**src/rtl/rv_wb_arbiter.sv**
```systemverilog
// rv_wb_arbiter: shares the register-file write port between pipeline write-back and a buffered long-latency unit.
// Define RV_WB_BYPASS_EN to let a long-latency result skip an empty FIFO into an idle write slot.
module rv_wb_arbiter #(
    parameter int DEPTH    = 2,
    parameter int MAX_WAIT = 4
) (
    input  logic        i_clk,
    input  logic        i_reset,
    input  logic        i_wb_we,
    input  logic [4:0]  i_wb_rd,
    input  logic [31:0] i_wb_data,
    output logic        o_wb_stall,
    input  logic        i_lu_valid,
    input  logic [4:0]  i_lu_rd,
    input  logic [31:0] i_lu_data,
    output logic        o_lu_ready,
    output logic        o_rf_we,
    output logic [4:0]  o_rf_rd,
    output logic [31:0] o_rf_data,
    output logic [31:0] o_pend_mask
);
    localparam int AW = $clog2(DEPTH);
    localparam int CW = AW + 1;

    logic [4:0]    r_fifo_rd   [DEPTH];
    logic [31:0]   r_fifo_data [DEPTH];
    logic [AW-1:0] r_wptr;
    logic [AW-1:0] r_rptr;
    logic [CW-1:0] r_count;
    logic [3:0]    r_wait;
    logic [31:0]   r_pend;
    logic          r_rf_we;
    logic [4:0]    r_rf_rd;
    logic [31:0]   r_rf_data;

    logic          w_wb_req;
    logic          w_empty;
    logic          w_lu_push;
    logic          w_force;
    logic          w_pop;
    logic          w_bypass;
    logic          w_fifo_wr;
    logic [4:0]    w_head_rd;
    logic [31:0]   w_head_data;
    logic [31:0]   w_set;
    logic [31:0]   w_clr;

    assign w_wb_req    = i_wb_we && (i_wb_rd != 5'd0);
    assign w_empty     = (r_count == '0);
    assign o_lu_ready  = (r_count != CW'(DEPTH));
    assign w_lu_push   = i_lu_valid && o_lu_ready;
    assign w_force     = !w_empty && (r_wait == 4'(MAX_WAIT));
    assign w_pop       = w_force || (!w_wb_req && !w_empty);
    assign o_wb_stall  = w_force && w_wb_req;
    assign w_head_rd   = r_fifo_rd[r_rptr];
    assign w_head_data = r_fifo_data[r_rptr];

`ifdef RV_WB_BYPASS_EN
    assign w_bypass = w_empty && i_lu_valid && (i_lu_rd != 5'd0) && !w_wb_req;
`else
    assign w_bypass = 1'b0;
`endif

    // x0 results are accepted but never stored
    assign w_fifo_wr = w_lu_push && (i_lu_rd != 5'd0) && !w_bypass;
    assign w_set     = w_fifo_wr ? (32'd1 << i_lu_rd) : 32'd0;
    assign w_clr     = w_pop ? (32'd1 << w_head_rd) : 32'd0;

    always_ff @(posedge i_clk) begin
        if (w_fifo_wr) begin
            r_fifo_rd[r_wptr]   <= i_lu_rd;
            r_fifo_data[r_wptr] <= i_lu_data;
        end
    end

    always_ff @(posedge i_clk or posedge i_reset) begin
        if (i_reset) begin
            r_wptr    <= '0;
            r_rptr    <= '0;
            r_count   <= '0;
            r_wait    <= 4'd0;
            r_pend    <= 32'd0;
            r_rf_we   <= 1'b0;
            r_rf_rd   <= 5'd0;
            r_rf_data <= 32'd0;
        end else begin
            r_wptr  <= w_fifo_wr ? r_wptr + AW'(1) : r_wptr;
            r_rptr  <= w_pop ? r_rptr + AW'(1) : r_rptr;
            r_count <= r_count + CW'(w_fifo_wr) - CW'(w_pop);
            // only pipeline grants over a waiting head count toward starvation
            r_wait  <= (w_wb_req && !w_force && !w_empty) ? r_wait + 4'd1 : 4'd0;
            r_pend  <= (r_pend | w_set) & ~w_clr;
            if (w_pop) begin
                r_rf_we   <= 1'b1;
                r_rf_rd   <= w_head_rd;
                r_rf_data <= w_head_data;
            end else if (w_wb_req) begin
                r_rf_we   <= 1'b1;
                r_rf_rd   <= i_wb_rd;
                r_rf_data <= i_wb_data;
            end else if (w_bypass) begin
                r_rf_we   <= 1'b1;
                r_rf_rd   <= i_lu_rd;
                r_rf_data <= i_lu_data;
            end else begin
                r_rf_we   <= 1'b0;
            end
        end
    end

    assign o_rf_we     = r_rf_we;
    assign o_rf_rd     = r_rf_rd;
    assign o_rf_data   = r_rf_data;
    assign o_pend_mask = r_pend;
endmodule

```
**config.mk**
```make
export PLATFORM = sky130hd
export DESIGN_NAME = rv_wb_arbiter
export DESIGN_NICKNAME = d
export VERILOG_FILES = /design/src/rtl/rv_wb_arbiter.sv
export SDC_FILE = /design/constraint.sdc
export NUM_CORES = 1
export LEC_CHECK = 0
export CAP_MARGIN = 20
export CORE_AREA = 2 2 121 112
export DETAILED_ROUTE_END_ITERATION = 8
export DIE_AREA = 0 0 123 114
export PLACE_DENSITY = 0.84
export SYNTH_ARGS = -nofsm -noshare
export SYNTH_HDL_FRONTEND = slang
export SYNTH_SLANG_ARGS = --single-unit
export TNS_END_PERCENT = 5
```
**constraint.sdc**
```tcl
create_clock -name i_clk -period 3.7 [get_ports i_clk]
set_input_delay 0.925 -clock i_clk [delete_from_list [all_inputs] [get_ports i_clk]]
set_output_delay 0.925 -clock i_clk [all_outputs]
set_load 0.03 [all_outputs]
```
==> results of run 1 <==
==> critical path: stages <==
cell and delay [ns]:
clkdlybuf4s50_1 0.61, nor2_8 0.09, nand2_1 0.06, nand2_1 0.08, nor2_1 0.18, clkdlybuf4s50_1 0.70
==> synth_stat cells, types with 5 or more instances <==
library cell	count	area, um2
a21oi_1	25	125
a22oi_1	35	263
a31oi_1	39	244
buf_2	6	30.0
buf_6	6	67.6
dfrtp_1	78	1950
edfxtp_1	74	2220
inv_1	16	60.1
mux2i_1	35	350
nand2_1	7	26.3
nand2b_1	5	31.3
nor2_1	10	37.5
nor4_2	6	75.1
o21ai_0	15	75.1
o21ai_2	20	175
==> metrics by stage <==
step / instances / hold slack [ns] / setup slack (ns) / power [mW] / util, %
2_1_floorplan: 434 / 0.451 / 0.112 / 4.43 / -
6_report: 773 / 0.486 / 0.116 / 7.08 / 65.1
4_1_cts: 771 / 0.487 / 0.171 / 7.11 / 65.0
3_5_place_dp: 739 / 0.480 / 0.165 / 5.55 / 60.9
3_3_place_gp: 739 / 0.463 / 0.227 / 5.45 / 60.9
5_1_grt: 773 / 0.532 / 0.125 / 7.44 / 65.1
==> path summary, 6_finish.rpt <==
check / startpoint / endpoint / slack [ns] / cells past startpoint
max in group asynchronous: i_reset / r_rptr$_DFFE_PP0P_ / 2.05 / 3
min reg2reg: r_wait[0]$_DFF_PP0_ / r_wait[0]$_DFF_PP0_ / 0.49 / 1
min in group asynchronous: i_reset / o_pend_mask[8]$_DFF_PP0_ / 0.86 / 2
min: r_wait[0]$_DFF_PP0_ / r_wait[0]$_DFF_PP0_ / 0.49 / 1
max reg2reg: r_count[1]$_DFF_PP0_ / r_count[1]$_DFF_PP0_ / 1.19 / 7
max: i_wb_rd[3] / o_wb_stall / 0.12 / 6
==> power groups by stage <==
stage               sequential (mW)  clock (mW)  combinational (mW)
detailed placement             2.70           0                2.85
global placement               2.67           0                2.77
finish                         2.68        1.55                2.85
CTS                            2.68        1.57                2.86
global route                   2.73        1.66                3.04
floorplan                      3.29           0                1.14
==> cells by family after synthesis <==
kind of cell | Yosys count | synth area share, %
AO/OA/AOI/OAI | 150 | 16.7
multiplexers | 35 | 5.60
buffers and inverters | 40 | 4.08
flip-flops | 152 | 66.8
AND/OR/NAND/NOR | 47 | 5.10
XOR/XNOR | 6 | 0.961
adder cells (fa/ha/maj) | 4 | 0.801
==> routing by layer <==
layer | part of all wire [%] | up-vias | GRT usage [%]
met3 | 6.0 | 47 | 6.65
met4 | 3.9 | 0 | 12.4
met5 | 0 | - | 0
met2 | 51 | 190 | 37.5
li1 | - | 2005 | -
met1 | 39 | 2214 | 28.6
==> flip-flops by register name (all words and copies together) (netlist names) <==
signal / flops
r_count: 2
r_wait: 4
o_rf_we: 1
r_fifo_rd: 10
o_rf_data: 32
r_wptr: 1
o_pend_mask: 32
r_rptr: 1
r_fifo_data: 64
o_rf_rd: 5
==> final cells by class <==
type                    instances  area (um2)  area share (%)
clock buffers                  22         464            5.52
well taps                     168         210            2.50
flip-flops and latches        152        4180            49.7
repair buffers                162        1580            18.8
clock inverters                10        71.3           0.848
multi-input cells             242        1840            21.8
inverters                      17        65.1           0.774
==> results.sh, run 1 <==
export IMPL_outcome="finished clean"
export IMPL_fillerInstances=950
export IMPL_cp_arrival_ns=2.66
export IMPL_swShare_pct=38.2
export IMPL_nets=674
export IMPL_setup_viol=0
export IMPL_gp_congestion=0.858
export IMPL_wl_mm=15.4
export IMPL_cts_hold_buf=0
export IMPL_clockBufferDepth=2
export IMPL_p_leak_nw=3.24
export IMPL_slew_headroom_pct=18.7
export IMPL_p_seq_share_pct=37.9
export IMPL_drt_iter0_drc=321
export IMPL_row_count=40
export IMPL_tightest_slew_ns=1.22
export IMPL_diodes=0
export IMPL_clock_power_share_pct=21.8
export IMPL_grt_overflow=0
export IMPL_peakVddDrop_v=0.000422
export IMPL_ys_types=47
export IMPL_combPwrFrac_pct=40.3
export IMPL_worstPathRequired_ns=2.77
export IMPL_maxCapViolCount=0
export IMPL_clock_fmax_ghz=0.279
export IMPL_min_period_over_period_pct=96.9
export IMPL_clock_skew_ns=0.0144
export IMPL_crit_type="input port to output pin"
export IMPL_track_usage_pct=23.3
export IMPL_h_tree_depth=4
export IMPL_end_kind="output pin"
export IMPL_slew_viol_final=0
export IMPL_path_max_fanout=4
export IMPL_syn_avg_cell_area_um2=14.4
export IMPL_rsz0062_at_grt="false"
export IMPL_die_height_um=114
export IMPL_routedWlPerCell_um=19.9
export IMPL_cts_sinks=152
export IMPL_synthArstFlopShare_pct=51.3
export IMPL_antenna_left=0
export IMPL_synth_edff_count=74
export IMPL_syn_inst=434
export IMPL_numCtsBuffers=17
export IMPL_synth_nets=516
export IMPL_yosys_warnings=0
export IMPL_power_switching_mw=2.71
export IMPL_dieArea_um2=14000
export IMPL_layout_common_cells="clkdlybuf4s50_1 (149), dfrtp_1 (77), edfxtp_1 (74), a31oi_1 (39)"
export IMPL_tns_ns=0
export IMPL_start_kind="input port"
export IMPL_hold_viol=0
export IMPL_root_buffer="clkbuf_16"
export IMPL_synthToLayoutAreaGrowth_pct=34.5
export IMPL_dp_hpwl_mm=10.7
export IMPL_core_area_um2=12900
export IMPL_finalCriticalPeriod_ns=3.58
export IMPL_grt_pass1_wl_mm=24.4
export IMPL_via_per_inst=5.76
export IMPL_fin_area_um2=8410
export IMPL_clk_pin_slew_worst_paths_ns=0.05
export IMPL_synth_top_flop_cell="dfrtp_1"
export IMPL_firstDrtPassIters=7
export IMPL_vias=4456
export IMPL_ys_seq_area_share_pct=66.8
export IMPL_initial_utilization_pct=48.4
export IMPL_tritoncts="built"
export IMPL_insertion_delay_ns=0.42
export IMPL_portBuffers=149
export IMPL_grt_pass1_vias=4625
export IMPL_p_int_mw=4.37
export IMPL_ys_seq_elements=152
export IMPL_post_cts_setup_buffers=0
export IMPL_cts_resized=0
export IMPL_placed_cell_area_um2=7860
export IMPL_grt_antenna_before_repair=0
export IMPL_drc=0
export IMPL_grt_max_degree=38
export IMPL_fp_dieW_um=123
export IMPL_min_path_type="register to register"
export IMPL_power_density_nw_per_um2=842
export IMPL_layout_drive_gt1_share_pct=13.6
export IMPL_top_level_ports=150
export IMPL_syn_cell_area_um2=6250
export IMPL_layout_commonest_cell="clkdlybuf4s50_1"
Note: power is estimated with default switching activity, not from simulation.
==> run 2, diff against run 1 <==
--- a/config.mk
+++ b/config.mk
@@ -9,7 +9,9 @@
 export CORE_AREA = 2 2 121 112
 export DETAILED_ROUTE_END_ITERATION = 8
 export DIE_AREA = 0 0 123 114
+export MAX_ROUTING_LAYER = met4
 export PLACE_DENSITY = 0.84
+export SKIP_CTS_REPAIR_TIMING = 1
 export SYNTH_ARGS = -nofsm -noshare
 export SYNTH_HDL_FRONTEND = slang
 export SYNTH_SLANG_ARGS = --single-unit
==> run 2 against run 1 <==
Die area did not move. Critical path type unchanged. Global-route usage is 0.72 points higher. Sequential share of layout area is the same. Combinational power about the same. Non-clock buffer count unchanged. Register-to-register slack hardly changed. Largest cell class unchanged. Sequential power hardly changed. Flip-flop and latch count did not move.
==> results.sh, run 2 (same netlist as run 1, synthesis figures left out) <==
export IMPL_outcome="finished clean"
export IMPL_grt_pass1_vias=4625
export IMPL_slowest_delay_ns=0.70
export IMPL_dr_wl_met3_um=963
export IMPL_dp_hpwl_mm=10.7
export IMPL_drt_iter0_drc=375
export IMPL_clock_skew_ns=0.0115
export IMPL_fp_dieW_um=123
export IMPL_root_buffer="clkbuf_16"
export IMPL_highest_layer="met4"
export IMPL_tns_ns=0
export IMPL_rsz0062_at_grt="false"
export IMPL_dieArea_um2=14000
export IMPL_via_per_inst=5.80
export IMPL_nets=674
export IMPL_initial_utilization_pct=48.4
export IMPL_crit_family="buffers and inverters"
export IMPL_top_level_ports=150
export IMPL_core_area_um2=12900
export IMPL_worstPathRequired_ns=2.77
export IMPL_wl_mm=15.4
export IMPL_row_count=40
export IMPL_final_core_util_pct=65.1
export IMPL_met1_length_mm=6.03
export IMPL_end_kind="output pin"
export IMPL_peakVddDrop_v=0.000421
export IMPL_setup_viol=0
export IMPL_hold_slack_ns=0.486
export IMPL_cp_arrival_ns=2.64
export IMPL_grt_pass1_wl_mm=24.4
export IMPL_insertion_delay_ns=0.42
export IMPL_clock_fmax_ghz=0.280
export IMPL_firstDrtPassIters=7
export IMPL_slew_headroom_pct=19.3
export IMPL_power_density_nw_per_um2=842
export IMPL_clockBufferDepth=2
export IMPL_grt_antenna_before_repair=0
export IMPL_start_kind="input port"
export IMPL_h_tree_depth=4
export IMPL_synthToLayoutAreaGrowth_pct=34.5
export IMPL_path_max_fanout=4
export IMPL_grt_overflow=0
export IMPL_fillerInstances=950
export IMPL_slew_viol_final=0
export IMPL_largest_reg_flops=64
export IMPL_crit_type="input port to output pin"
export IMPL_die_height_um=114
export IMPL_hold_viol=0
export IMPL_portBuffers=149
export IMPL_layout_commonest_cell="clkdlybuf4s50_1"
export IMPL_numCtsBuffers=17
export IMPL_tritoncts="built"
export IMPL_tightest_slew_ns=1.21
export IMPL_grt_max_degree=38
export IMPL_worst_path_max_delay_cell="clkdlybuf4s50_1"
export IMPL_layout_drive_gt1_share_pct=13.6
export IMPL_setup_slack_ns=0.133
export IMPL_worstPathCellList="clkdlybuf4s50_1 > nor2_8 > nand2_1 > nand2_1 > nor2_1 > clkdlybuf4s50_1"
export IMPL_min_period_over_period_pct=96.4
export IMPL_pre_cts_ws_ns=0.165
export IMPL_dr_wl_met2_mm=7.86
export IMPL_routedWlPerCell_um=19.9
export IMPL_top_register="r_fifo_data"
export IMPL_worst_path_buf_inv=2
export IMPL_drc=0
export IMPL_finalCriticalPeriod_ns=3.57
export IMPL_maxCapViolCount=0
export IMPL_layout_common_cells="clkdlybuf4s50_1 (149), dfrtp_1 (77), edfxtp_1 (74), a31oi_1 (39)"
export IMPL_diodes=0
export IMPL_p_leak_nw=3.24
export IMPL_vias=4483
export IMPL_gp_congestion=0.871
export IMPL_clk_pin_slew_worst_paths_ns=0.05
export IMPL_antenna_left=0
export IMPL_track_usage_pct=24.0
export IMPL_min_path_type="register to register"
export IMPL_cts_sinks=152
## run 2: cell type report
type                            instances  area [um2]  share of cell area [%]
Tap cell                              168         210                    2.50
Clock inverter                         10        71.3                   0.848
Sequential cell                       152        4180                    49.7
Multi-Input combinational cell        242        1840                    21.8
Timing Repair Buffer                  162        1580                    18.8
Clock buffer                           22         464                    5.52
Inverter                               17        65.1                   0.774
## run 2: power by group
| group | leakage (nW) | internal, mW | switching [mW] |
|---|---|---|---|
| clock | 0.243 | 0.892 | 0.655 |
| combinational | 1.36 | 1.12 | 1.73 |
| sequential | 1.64 | 2.36 | 0.324 |
| total | 3.24 | 4.37 | 2.71 |
## run 2: worst reg2reg max path, stage by stage, from the launching register on
cell	delay, ns
dfrtp_1	0.45
nor2b_1	0.77
a311o_1	0.43
ha_1	0.29
inv_1	0.05
ha_1	0.15
xnor2_1	0.14
xnor2_1	0.15
## run 2: stage by stage
stage	cell area (um2)	std cells	power, mW
floorplan	6250	434	4.43
global placement	7860	739	5.45
detailed placement	7860	739	5.55
CTS	8400	771	7.11
global route	8410	773	7.44
finish	8410	773	7.08
## run 2: worst paths after layout
check / depth (start not counted) / from / slack (ns) / to
max in group asynchronous: 3 / i_reset / 2.05 / r_rptr$_DFFE_PP0P_
min in group asynchronous: 2 / i_reset / 0.86 / o_pend_mask[8]$_DFF_PP0_
min reg2reg: 1 / r_wait[0]$_DFF_PP0_ / 0.49 / r_wait[0]$_DFF_PP0_
max reg2reg: 7 / r_count[1]$_DFF_PP0_ / 1.18 / r_count[1]$_DFF_PP0_
min: 1 / r_wait[0]$_DFF_PP0_ / 0.49 / r_wait[0]$_DFF_PP0_
max: 6 / i_wb_rd[3] / 0.13 / o_wb_stall
## run 2: metal layers
layer,vias to the layer above,track usage (%)
met5,-,-
met4,0,12.4
met3,49,6.05
met2,214,37.5
met1,2219,29.0
li1,2001,-
